### config.mk
export PLATFORM = sky130hd
export DESIGN_NAME = ysyx_23060184_ifu
export DESIGN_NICKNAME = d
export VERILOG_FILES = /design/src/rtl/ysyx_23060184_ifu.sv
export SDC_FILE = /design/constraint.sdc
export NUM_CORES = 1
export LEC_CHECK = 0
export ABC_AREA = 1
export CORE_UTILIZATION = 36
export DETAILED_ROUTE_END_ITERATION = 7
export PLACE_DENSITY = 0.83
export SLEW_MARGIN = 20
export SYNTH_ARGS = -nofsm -noshare
export SYNTH_HDL_FRONTEND = slang
export SYNTH_SLANG_ARGS = --single-unit
### constraint.sdc
create_clock -name clk -period 1.55 [get_ports clk]
set_input_delay 0.31 -clock clk [delete_from_list [all_inputs] [get_ports clk]]
set_output_delay 0.31 -clock clk [all_outputs]
set_load 0.05 [all_outputs]
### src/rtl/ysyx_23060184_ifu.sv
// Instruction fetch unit: issues one read per instruction over an AXI-lite style
// read channel, hands the word to decode, then waits for the retire pulse to pick the next PC.
module ysyx_23060184_ifu #(
  parameter logic [31:0] RESET_PC = 32'h8000_0000
) (
  input  logic        clk,
  input  logic        rst,
  // read address channel
  output logic [31:0] araddr,
  output logic        arvalid,
  input  logic        arready,
  // read data channel
  input  logic [31:0] rdata,
  input  logic [1:0]  rresp,
  input  logic        rvalid,
  output logic        rready,
  // decode handshake
  output logic [31:0] inst,
  output logic [31:0] pc,
  output logic        inst_valid,
  input  logic        inst_ready,
  // retire / next-PC selection
  input  logic        wb_valid,
  input  logic [1:0]  PCSrc,
  input  logic [31:0] PCTarget,
  input  logic [31:0] ALUResult,
  input  logic [31:0] CsrRead,
  output logic        fetch_err
);

  localparam int unsigned XLEN = 32;
  localparam logic [XLEN-1:0] NOP_INST  = 32'h0000_0013;
  localparam logic [XLEN-1:0] PC_STEP   = 32'd4;
  localparam logic [1:0]      RESP_OKAY = 2'b00;

  localparam logic [1:0] SRC_PLUS4  = 2'b00;
  localparam logic [1:0] SRC_TARGET = 2'b01;
  localparam logic [1:0] SRC_ALU    = 2'b10;

  typedef enum logic [2:0] {
    S_AR      = 3'd0,
    S_R       = 3'd1,
    S_ISSUE   = 3'd2,
    S_WAIT_WB = 3'd3,
    S_ERR     = 3'd4
  } state_t;

  state_t          state;
  logic [XLEN-1:0] next_pc_c;

  // Next-PC mux; the ALU path clears bit 0 as JALR requires, all sums wrap mod 2^32.
  always_comb begin
    next_pc_c = pc + PC_STEP;
    case (PCSrc)
      SRC_PLUS4:  next_pc_c = pc + PC_STEP;
      SRC_TARGET: next_pc_c = PCTarget;
      SRC_ALU:    next_pc_c = ALUResult & ~XLEN'(1);
      default:    next_pc_c = CsrRead;
    endcase
  end

  // The fetch address is always the current PC; pc only moves on retire or reset.
  assign araddr = pc;

  // Fetch FSM with registered handshake outputs; reset dominates every other event.
  always_ff @(posedge clk) begin
    if (rst) begin
      state      <= S_AR;
      pc         <= RESET_PC;
      inst       <= NOP_INST;
      fetch_err  <= 1'b0;
      arvalid    <= 1'b0;
      rready     <= 1'b0;
      inst_valid <= 1'b0;
    end else begin
      case (state)
        S_AR: begin
          if (arvalid && arready) begin
            state   <= S_R;
            arvalid <= 1'b0;
            rready  <= 1'b1;
          end else begin
            arvalid <= 1'b1;
          end
        end
        S_R: begin
          if (rvalid) begin
            rready <= 1'b0;
            if (rresp == RESP_OKAY) begin
              inst       <= rdata;
              inst_valid <= 1'b1;
              state      <= S_ISSUE;
            end else begin
              fetch_err <= 1'b1;
              state     <= S_ERR;
            end
          end
        end
        S_ISSUE: begin
          if (inst_ready) begin
            inst_valid <= 1'b0;
            state      <= S_WAIT_WB;
          end
        end
        S_WAIT_WB: begin
          if (wb_valid) begin
            pc      <= next_pc_c;
            arvalid <= 1'b1;
            state   <= S_AR;
          end
        end
        S_ERR: begin
          arvalid    <= 1'b0;
          rready     <= 1'b0;
          inst_valid <= 1'b0;
        end
        default: begin
          state      <= S_ERR;
          fetch_err  <= 1'b1;
          arvalid    <= 1'b0;
          rready     <= 1'b0;
          inst_valid <= 1'b0;
        end
      endcase
    end
  end

endmodule

# Word-level counts from Yosys, hierarchy flattened
# Cells that the tools add are included.
dict set report word_totals {
  regBits 71
  latchBits 0
  ramBits 0
  romBits 0
  in_bits 138
  output_inout_bits 100
  elab_cells 60
  n_memories 0
}
dict set report classes {
  add_sub_neg 1
  multipliers 0
  div_mod_pow 0
  order_cmp 0
  eq_ne 12
  n_shift 0
  n_mux 20
  n_bitwise 5
  n_reduce_logical 15
}
# op count
set op_table {}
lappend op_table {{$pmux W32 S3} 1}
lappend op_table {{$add A32 B3 Y32 const B} 1}
lappend op_table {{$mux W3} 5}
lappend op_table {{$pmux W3 S5} 1}
lappend op_table {{$ne A2 B2 Y1 const B} 6}
lappend op_table {{$mux W1} 9}
lappend op_table {{$pmux W1 S3} 3}
lappend op_table {{$reduce_and A3 Y1} 3}
lappend op_table {{$eq A3 B2 Y1 const B} 2}
lappend op_table {{$reduce_or A2 Y1} 3}
lappend op_table {{$not A1 Y1} 5}
lappend op_table {{$reduce_and A5 Y1} 1}
lappend op_table {{$logic_not A2 Y1} 2}
lappend op_table {{$reduce_and A2 Y1} 2}
lappend op_table {{$reduce_and A4 Y1} 1}
lappend op_table {{$reduce_or A4 Y1} 1}
lappend op_table {{$eq A3 B1 Y1 const B} 1}
lappend op_table {{$eq A3 B3 Y1 const B} 1}
lappend op_table {{$logic_not A3 Y1} 1}
lappend op_table {{$eq A2 B1 Y1 const B} 1}
lappend op_table {{$eq A2 B2 Y1 const B} 1}
lappend op_table {{$pmux W1 S2} 1}
lappend op_table {{$logic_and A1 B1 Y1} 1}

# Depth between registers and ports, before layout
# Gate-level depths: netlist (run 1).
dict set report depth {
  ltp_word 4
  mapped_depth 11
  ltp_nobuf 11
}

# Worst setup path before layout (run 1)
# Ideal clock, no wire load.
dict set report synth_path {
  path_kind {flip-flop to flip-flop}
  from {reg pc[2] (netlist: araddr[2])}
  to {reg pc[26] (netlist: araddr[26])}
  setup_time_ps 132
  t_arrival_ps 1794
  required_time_ps 1418
  slack_ps -376
  stages_incl_launch_ff 11
  n_path_buf 0
  synth_period_minus_slack_ps 1926
  cell_sequence {dfxtp_1 ha_1 nand2_1 nor2_2 nand2_2 nor2_2 nand3_1 nand3_1 nand2_1 nand2_1 a21oi_1}
}
dict set report synth_between {
  elab_chain_len 2
}
# element line_no
set synth_lines {}
lappend synth_lines {{from (decl)} 19} ;# output logic [31:0] pc,
lappend synth_lines {{from (signal assigned)} 107} ;# pc <= next_pc_c;
lappend synth_lines {{$add A32 B3 Y32} 55} ;# SRC_PLUS4: next_pc_c = pc + PC_STEP;
lappend synth_lines {{$pmux W32 S3} 54} ;# case (PCSrc)
# No other way between the ends.
# A chain may end at the register's enable or synchronous reset.

# Worst setup path after layout (run 1)
dict set report layout_path {
  from {reg pc[2] (netlist: araddr[2])}
  to {reg pc[14] (netlist: araddr[14])}
}
# Same word-level chain as after synthesis.

==> results of run 1 <==
per-layer routing:
metal,track usage (%),part of all wire [%],vias up
li1,-,-,2868
met1,31.3,37,2671
met3,7.65,11,47
met2,48.9,49,338
met4,9.82,3.0,0
met5,0,0,-
cell type report:
type	count	area share, %
timing repair buffer	315	43.1
multi-input combinational	558	31.4
sequential	71	17.2
clock buffer	12	3.02
tap	168	2.46
inverter	41	1.86
clock inverter	4	0.893
antenna	1	0.0293
flip-flops by register name (all words and copies together) (netlist names):
signal,count
inst_valid,1
araddr,32
arvalid,1
fetch_err,1
inst,32
rready,1
state,3
critical path: stages (launching register included):
cell     delay [ns]
dfxtp_4        0.36
ha_4           0.14
nand2_4        0.05
nor2_4         0.16
nand2_4        0.11
nor2_4         0.23
buf_6          0.13
a21oi_2        0.04
nand2_1        0.06
nand2_1        0.05
nand2_1        0.06
a21oi_1        0.05
stage by stage:
stage / TNS (ns) / setup slack, ns / std cells / hold WS (ns) / power, mW
global route: -1.26 / -0.165 / 1170 / 0.508 / 7.24
detailed placement: -13.61 / -0.402 / 1145 / 0.450 / 4.57
CTS: 0 / 0.000236 / 1161 / 0.467 / 6.91
finish: -0.0615 / -0.0316 / 1170 / 0.466 / 6.96
floorplan: 0 / 0.000394 / 733 / 0.405 / 3.35
global placement: -11.76 / -0.355 / 1145 / 0.439 / 4.53
synth_stat cells, types with 9 or more instances:
cell      number
clkbuf_1       9
a21oi_1       48
o21ai_0       45
buf_2         19
inv_1         36
nand3_1       43
a221oi_1      14
nor2_1       140
dfxtp_1       71
buf_4         32
nand2_1      211
what timing repair did:
action / 4_1_cts / 5_1_grt
gates resized for setup: 4 / 48
setup endpoints to repair: 15 / 66
buffers inserted: 0 / 8
gates cloned: 0 / 1
pin swaps: 0 / 20
power by group:
group          internal [mW]  switching (mW)
Sequential              1.98           0.154
Combinational           1.19            1.30
Clock                   1.51           0.825
worst min-delay path by stage:
| stage | from | to | slack (ns) | depth (start not counted) |
|---|---|---|---|---|
| final | inst[4] | inst[4] | 0.47 | 2 |
| after floorplan | rst | araddr[31] | 0.41 | 2 |
| after global placement | inst[1] | inst[1] | 0.44 | 2 |
| after global routing | inst[1] | inst[1] | 0.51 | 2 |
| after detailed placement | inst[4] | inst[4] | 0.45 | 2 |
| after CTS | inst[4] | inst[4] | 0.47 | 2 |
cell families (layout without fill, tap and decap cells):
kind of cell,after synthesis,count (layout),synth area share [%]
AO/OA/AOI/OAI,123,123,15.4
adder cells (fa/ha/maj),1,1,0.279
XOR/XNOR,1,1,0.195
AND/OR/NAND/NOR,432,433,40.2
other,0,1,0
flip-flops,71,71,31.6
buffers and inverters,105,372,12.3
==> run metrics, run 1 <==
WP data arrival 1.78 ns; top cell type's share of synthesized area 31.6%; Max-Cap Viols 0; status finished with violations; largest net degree at the start of global routing 41; Distinct cells, synth 34; iteration-0 DRC count of the detailed router 517; Die Area 0.0129 mm^2; cells after synthesis 733; Post-synth ARST share 0%; Root Buffer clkbuf_16; Worst-Skew Late Latency 0.33 ns; RSZ-0062 raised after global routing true; Hold Path Class register to register; area leader, netlist dfxtp_1; Finished Core Util 70.5%; most frequent cells in the layout 206 x nand2_1, 134 x clkdlybuf4s50_1, 128 x nor2_1, 99 x buf_4, 78 x buf_12; multi-input logic area 0.00268 mm^2; Worst Path Max Fanout 6; GRT Total Usage 27.5%; CTS tree yes; final wirelength 18000 um; post-synthesis sequential area ratio 31.6%; TritonCTS Sinks 71; FF-to-FF setup slack -0.03 ns; Placer Congestion 0.952; I/O Buffers 236; Post-Syn Nets 872; routed len/inst 15.4 um; Pwr Density 815 mW/mm^2; Final ANT Viol Nets 0; Tmin final 1.58 ns; Synth Flop Type dfxtp_1; htree depth 3; synthesis-to-layout area growth 90.2%; Fin. Hold Viols 0; CTS max path bufs 2; Leakage 3.58 nW; Pre-Repair DR Iteration Count 5; Inserted Clock Buffers 9; clk_skew 0.00432 ns; Final HPWL DP 13400 um; layout cells sized above 1 28.1%; Via density 5.06; aggregate global routing overflow 0; Critical R2R Capture araddr[14]; initial antenna violation count 1; Mapped Area 0.00449 mm^2; # DRC 0; via count 5924; Worst-path clk slew 0.06 ns; Reg2Reg Depth 11; synth top area cells dfxtp_1 32%, nand2_1 18%, nor2_1 12%; worst setup path class register to register; Core Area 0.0121 mm^2; relative slew slack 65.1%; commonest non-fill, non-tap cell in the layout nand2_1; Storage cell area 0.00147 mm^2; Ports 238; cts hold-fix bufs 0; Setup crit end araddr[14]; global-route wire length before repair 28000 um; Req. time, crit path 1.75 ns; fill count 945; crit end category register; failing checks negative setup slack; chip width 114 um; Chip Height 114 um; Least-Margin Pin Slew 0.519 ns; setup ws final -0.0316 ns; Yosys reg bits 71; average cell area after synthesis 6.13 um^2; crit path launch araddr[2]; Net count, final 1135; Final Setup Violations 2; Initial Util 37.1%; # rows 40; max frequency 632 MHz; Yosys warning total 0; Worst R2R Start araddr[2]; number of global-route vias before repair 5783; startpoint type of the worst setup path register; cell area after layout 0.00854 mm^2; Post-synth EDFFs 0; Placement Cell Area 0.00799 mm^2; max-slew violations 0; Peak VDD IR 0.000907 V; period utilisation layout 102%
Power figures use the tool's default switching activity.
==> run 2, diff against run 1 <==
- PLACE_DENSITY: 0.83 -> 0.87
- RECOVER_POWER: not set -> 100
==> run 2 against run 1 <==
  * The run still ends with negative setup slack left
  * Clock-buffer cell count increased by 1
  * Core utilization decreased by 1.1 points
  * Cell area decreased by 1.6%
  * Clock skew increased by 0.0010 ns
  * Combinational power decreased by 3%
  * Critical path type unchanged
  * Largest power group unchanged
==> run metrics, run 2 (same netlist as run 1, synthesis figures left out) <==
routed len/inst 15.5 um (was 15.4 um); CTS tree yes (unchanged); total power 6.50 mW (was 6.96 mW); Worst-Skew Late Latency 0.34 ns (was 0.33 ns); Via density 5.13 (was 5.06); aggregate global routing overflow 0 (unchanged); worst setup path class register to register (unchanged); status finished with violations (unchanged); Net count, final 1145 (was 1135); Root Buffer clkbuf_16 (unchanged); Max-Cap Viols 0 (unchanged); Worst path slowest cell dfxtp_4 (unchanged); cts hold-fix bufs 0 (unchanged); largest net degree at the start of global routing 36 (was 41); layout cells sized above 1 27.7% (was 28.1%); Initial Util 37.1% (unchanged); startpoint type of the worst setup path register (unchanged); Least-Margin Pin Slew 0.520 ns (was 0.519 ns); global-route wire length before repair 28100 um (was 28000 um); crit-path cells ha_4 -> nand2_4 -> nor2_4 -> nand2_4 -> nor2_4 -> or2_2 -> nand2_1 -> nand2_1 -> nand2_1 -> a21oi_1 (was ha_4 -> nand2_4 -> nor2_4 -> nand2_4 -> nor2_4 -> buf_6 -> a21oi_2 -> nand2_1 -> nand2_1 -> nand2_1 -> a21oi_1); dominant cell type by count on the critical path nand2_1 (unchanged); Req. time, crit path 1.82 ns (was 1.75 ns); fill count 933 (was 945); Leakage 3.63 nW (was 3.58 nW); Pre-Repair DR Iteration Count 5 (unchanged); # DRC 0 (unchanged); Chip Height 114 um (unchanged); via count 6050 (was 5924); Pwr Density 773 mW/mm^2 (was 815 mW/mm^2); iteration-0 DRC count of the detailed router 459 (was 517); I/O Buffers 236 (unchanged); failing checks negative setup slack (unchanged); commonest non-fill, non-tap cell in the layout nand2_1 (unchanged); Tmin final 1.59 ns (was 1.58 ns); worst slack, placed -0.341 ns (was -0.402 ns); Core Area 0.0121 mm^2 (unchanged); CTS max path bufs 2 (unchanged); Finished Core Util 69.5% (was 70.5%); chip width 114 um (unchanged); diode count 0 (was 1); synthesis-to-layout area growth 87.3% (was 90.2%); htree depth 3 (unchanged); crit end category register (unchanged); initial antenna violation count 0 (was 1); number of global-route vias before repair 5877 (was 5783); max frequency 627 MHz (was 632 MHz); Hold Path Class register to register (unchanged); Final Setup Violations 1 (was 2); Die Area 0.0129 mm^2 (unchanged); TritonCTS Sinks 71 (unchanged); relative slew slack 65.3% (was 65.1%); cell area after layout 0.00841 mm^2 (was 0.00854 mm^2); clk_skew 0.00534 ns (was 0.00432 ns); setup ws final -0.0445 ns (was -0.0316 ns); final wirelength 18200 um (was 18000 um); most frequent cells in the layout 208 x nand2_1, 134 x clkdlybuf4s50_1, 128 x nor2_1, 80 x buf_4, 73 x buf_12 (was 206 x nand2_1, 134 x clkdlybuf4s50_1, 128 x nor2_1, 99 x buf_4, 78 x buf_12); GRT Total Usage 27.7% (was 27.5%); Final HPWL DP 13700 um (was 13400 um); Largest stage delay, worst path 0.37 ns (was 0.36 ns); Worst Path Max Fanout 6 (unchanged); Worst-path clk slew 0.06 ns (about the same); max-slew violations 0 (unchanged); RSZ-0062 raised after global routing true (unchanged); WP data arrival 1.86 ns (was 1.78 ns); period utilisation layout 103% (was 102%); Peak VDD IR 0.000888 V (was 0.000907 V); Final ANT Viol Nets 0 (unchanged); # rows 40 (unchanged); Ports 238 (unchanged); Inserted Clock Buffers 9 (unchanged); Fin. Hold Viols 0 (unchanged); Placement Cell Area 0.00813 mm^2 (was 0.00799 mm^2); Placer Congestion 0.917 (was 0.952)
run 2: cell count changes in the layout (fill, tap and decap cells not counted), sizes merged:
cell          previous run  this run
dlygate4sd2              2         0
clkbuf                  12        43
clkinv                   1         2
diode                    1         0
dlymetal6s2s             0         5
bufinv                   2         0
buf                    179       156
run 2: report_power, final:
part / internal [mW] / switching [mW]
Combinational: 1.11 / 1.30
Sequential: 1.97 / 0.125
Clock: 1.17 / 0.824
run 2: area by class of cell:
type | count | area (um^2) | share of cell area, %
Timing Repair Buffer | 325 | 3650 | 43.4
Multi-Input combinational cell | 558 | 2650 | 31.4
Sequential cell | 71 | 1470 | 17.5
Clock buffer | 13 | 260 | 3.09
Tap cell | 168 | 210 | 2.50
Inverter | 41 | 158 | 1.87
Clock inverter | 3 | 16.3 | 0.193
run 2: layer usage:
layer	global-route usage (%)	vias to the layer above	part of all wire, %
li1	-	2891	-
met1	31.1	2756	37
met2	48.0	339	48
met3	8.45	64	10
met4	12.9	0	4.1
met5	0	-	0
run 2: worst paths after layout:
| path | startpoint | end | slack, ns | depth (start not counted) |
|---|---|---|---|---|
| worst max-delay path | araddr[3] | araddr[14] | -0.04 | 10 |
| worst min-delay path | fetch_err | fetch_err | 0.45 | 2 |
| worst max register to register | araddr[3] | araddr[14] | -0.04 | 10 |
| worst min register to register | fetch_err | fetch_err | 0.45 | 2 |
run 2: timing repair:
| action | CTS | global route |
|---|---|---|
| pin swaps | 0 | 13 |
| gates cloned | 0 | 1 |
| resized for setup | 4 | 35 |
| setup endpoints to repair | 10 | 43 |
| buffers inserted | 0 | 7 |
run 2: worst max-delay path: cells and delay by family, from the launching register on:
kind | cells | cell delay (ns)
AND/OR/NAND/NOR | 8 | 0.87
flip-flops | 1 | 0.37
adder cells (fa/ha/maj) | 1 | 0.14
AO/OA/AOI/OAI | 1 | 0.12
run 2: metrics by stage:
step | hold WS [ns] | instances | setup TNS, ns
floorplan | 0.405 | 733 | 0
global placement | 0.444 | 1155 | -7.41
detailed placement | 0.466 | 1155 | -9.71
CTS | 0.489 | 1171 | -0.0266
global route | 0.473 | 1179 | -1.29
finish | 0.449 | 1179 | -0.0445
==> run 3, diff against run 2 <==
--- a/config.mk
+++ b/config.mk
@@ -8,5 +8,6 @@
 export ABC_AREA = 1
-export CORE_UTILIZATION = 36
+export CORE_UTILIZATION = 46
 export DETAILED_ROUTE_END_ITERATION = 7
-export PLACE_DENSITY = 0.87
+export DONT_BUFFER_PORTS = 1
+export PLACE_DENSITY = 0.73
 export RECOVER_POWER = 100
--- a/constraint.sdc
+++ b/constraint.sdc
@@ -3,2 +3,2 @@
 set_output_delay 0.31 -clock clk [all_outputs]
-set_load 0.05 [all_outputs]
+set_load 0.02 [all_outputs]
==> run 3 against run 2 <==
  * Via count shrank 19%
  * The run still ends with negative setup slack left
  * Cell area shrank 39%
  * Critical path depth grew 2
  * Die area shrank 21%
  * Core utilization shrank 14 points
  * Setup slack gained 0.030 ns
  * Largest cell class is now multi-input gates
  * Wire length shrank 20%
  * Maximum frequency grew 1.9%
==> run metrics, run 3 (same netlist as run 1, synthesis figures left out) <==
status finished with violations (unchanged); failing checks negative setup slack (unchanged); Critical R2R Capture araddr[27] (was araddr[14]); Pre-Repair DR Iteration Count 5 (unchanged); CTS max path bufs 2 (unchanged); # DRC 0 (unchanged); largest net degree at the start of global routing 36 (unchanged); Worst-Skew Late Latency 0.36 ns (was 0.34 ns); max-slew violations 0 (unchanged); I/O Buffers 0 (was 236); Worst Path Max Fanout 4 (was 6); aggregate global routing overflow 0 (unchanged); gr busiest metal met2 (unchanged); Fin. Hold Viols 0 (unchanged); initial antenna violation count 2 (was 0); setup ws final -0.0142 ns (was -0.0445 ns); Min-Delay Endpoint fetch_err (unchanged); via count 4917 (was 6050); worst setup path class register to register (unchanged); global-route wire length before repair 21800 um (was 28100 um); Final HPWL DP 10600 um (was 13700 um); Final Setup Violations 3 (was 1); period utilisation layout 101% (was 103%); WP data arrival 1.85 ns (was 1.86 ns); routed len/inst 16.7 um (was 15.5 um); Worst-path clk slew 0.10 ns (was 0.06 ns); GRT Total Usage 27.7% (about the same); TritonCTS Sinks 71 (unchanged); Tmin final 1.56 ns (was 1.59 ns); Worst Min Path Start rst (was fetch_err); total power 4.85 mW (was 6.50 mW); Die Area 0.0102 mm^2 (was 0.0129 mm^2); htree depth 3 (unchanged); cell area after layout 0.00516 mm^2 (was 0.00841 mm^2); Initial Util 48.2% (was 37.1%); FF-to-FF setup slack -0.01 ns (was -0.04 ns); CTS tree yes (unchanged); final wirelength 14600 um (was 18200 um); worst slack, placed -0.0867 ns (was -0.341 ns); Core Area 0.00933 mm^2 (was 0.0121 mm^2); Req. time, crit path 1.84 ns (was 1.82 ns); Placement Cell Area 0.00474 mm^2 (was 0.00813 mm^2); Root Buffer clkbuf_8 (was clkbuf_16); synthesis-to-layout area growth 14.8% (was 87.3%); M1 GR Usage 29.8% (was 31.1%); Worst R2R Start araddr[3] (unchanged); Peak VDD IR 0.000650 V (was 0.000888 V); Inserted Clock Buffers 9 (unchanged); clk_skew 0.0179 ns (was 0.00534 ns); chip width 101 um (was 114 um); Pwr Density 941 mW/mm^2 (was 773 mW/mm^2); Least-Margin Pin Slew 0.466 ns (was 0.520 ns); max frequency 639 MHz (was 627 MHz); GR Layer Usage met3 9.36% (was 8.45%); relative slew slack 68.9% (was 65.3%); crit end category register (unchanged); startpoint type of the worst setup path register (unchanged); Reg2Reg Depth 12 (was 10); Leakage 2.12 nW (was 3.63 nW); Ports 238 (unchanged); Final ANT Viol Nets 0 (unchanged); hold path cells 1 (was 2); Max-Cap Viols 0 (unchanged); Via density 5.61 (was 5.13); most frequent cells in the layout 205 x nand2_1, 130 x nor2_1, 65 x dfxtp_1, 45 x buf_4, 43 x o21ai_0 (was 208 x nand2_1, 134 x clkdlybuf4s50_1, 128 x nor2_1, 80 x buf_4, 73 x buf_12); commonest non-fill, non-tap cell in the layout nand2_1 (unchanged); Placer Congestion 0.897 (was 0.917); # rows 35 (was 40); layout cells sized above 1 18.8% (was 27.7%); number of global-route vias before repair 4767 (was 5877); iteration-0 DRC count of the detailed router 241 (was 459); GR Layer Usage met2 48.5% (was 48.0%); Hold Path Class primary input to register (was register to register); Net count, final 880 (was 1145); RSZ-0062 raised after global routing true (unchanged); Chip Height 101 um (was 114 um)
## run 3: cell type report
type	instances	area, um^2
Timing Repair Buffer	61	517
Antenna cell	1	2.50
Multi-Input combinational cell	557	2670
Fill cell	931	4170
Inverter	41	156
Clock inverter	6	75.1
Sequential cell	71	1440
Clock buffer	10	138
Tap cell	129	161
## run 3: worst max-delay path, stage by stage, from the launching register on
cell and delay (ns):
dfxtp_4 0.38, buf_6 0.10, nand2_2 0.05, nor2_4 0.17, nand2_4 0.09, nor2_4 0.15, buf_6 0.11, nand2_1 0.05
nand2_1 0.06, nand3_1 0.07, nand2_1 0.07, nand2_1 0.06, a21oi_2 0.12
## run 3: stage by stage
| stage | hold slack, ns | utilization (%) | std cells | setup TNS [ns] |
|---|---|---|---|---|
| after CTS | 0.00438 | 53.3 | 871 | -0.0491 |
| after global placement | 0.384 | 50.8 | 855 | -0.0574 |
| after floorplan | 0.405 | - | 733 | 0 |
| after detailed placement | 0.388 | 50.8 | 855 | -0.475 |
| final | 0.0109 | 55.3 | 876 | -0.0251 |
| after global routing | 0.000184 | 55.3 | 875 | -1.87 |
## run 3: power breakdown
group	leakage, nW	internal, mW	total [mW]	switching (mW)
clock network	0.105	0.814	1.62	0.806
logic	1.44	0.363	1.03	0.667
registers	0.578	1.98	2.20	0.228
## run 3: repair_timing
action | 4_1_cts | 5_1_grt
endpoints found under the hold margin | 0 | 5
endpoints found under the setup margin | 14 | 61
pin swaps | 1 | 11
resized for setup | 8 | 53
buffers inserted | 0 | 3
hold buffers | 0 | 1
## run 3: worst max path at each step
stage / startpoint / end / cells past startpoint
global route: araddr[3] / araddr[10] / 9
finish: araddr[3] / araddr[27] / 12
floorplan: araddr[2] / araddr[26] / 10
global placement: araddr[3] / araddr[27] / 12
CTS: araddr[3] / araddr[27] / 12
detailed placement: araddr[3] / araddr[27] / 12
## run 3: routing by layer
layer / up-vias / wire (um) / part of all wire, %
li1: 2360 / - / -
met1: 2237 / 5510 / 38
met2: 280 / 7190 / 49
met3: 38 / 1510 / 10
met4: 2 / 373 / 2.6
met5: - / 13 / 0.089
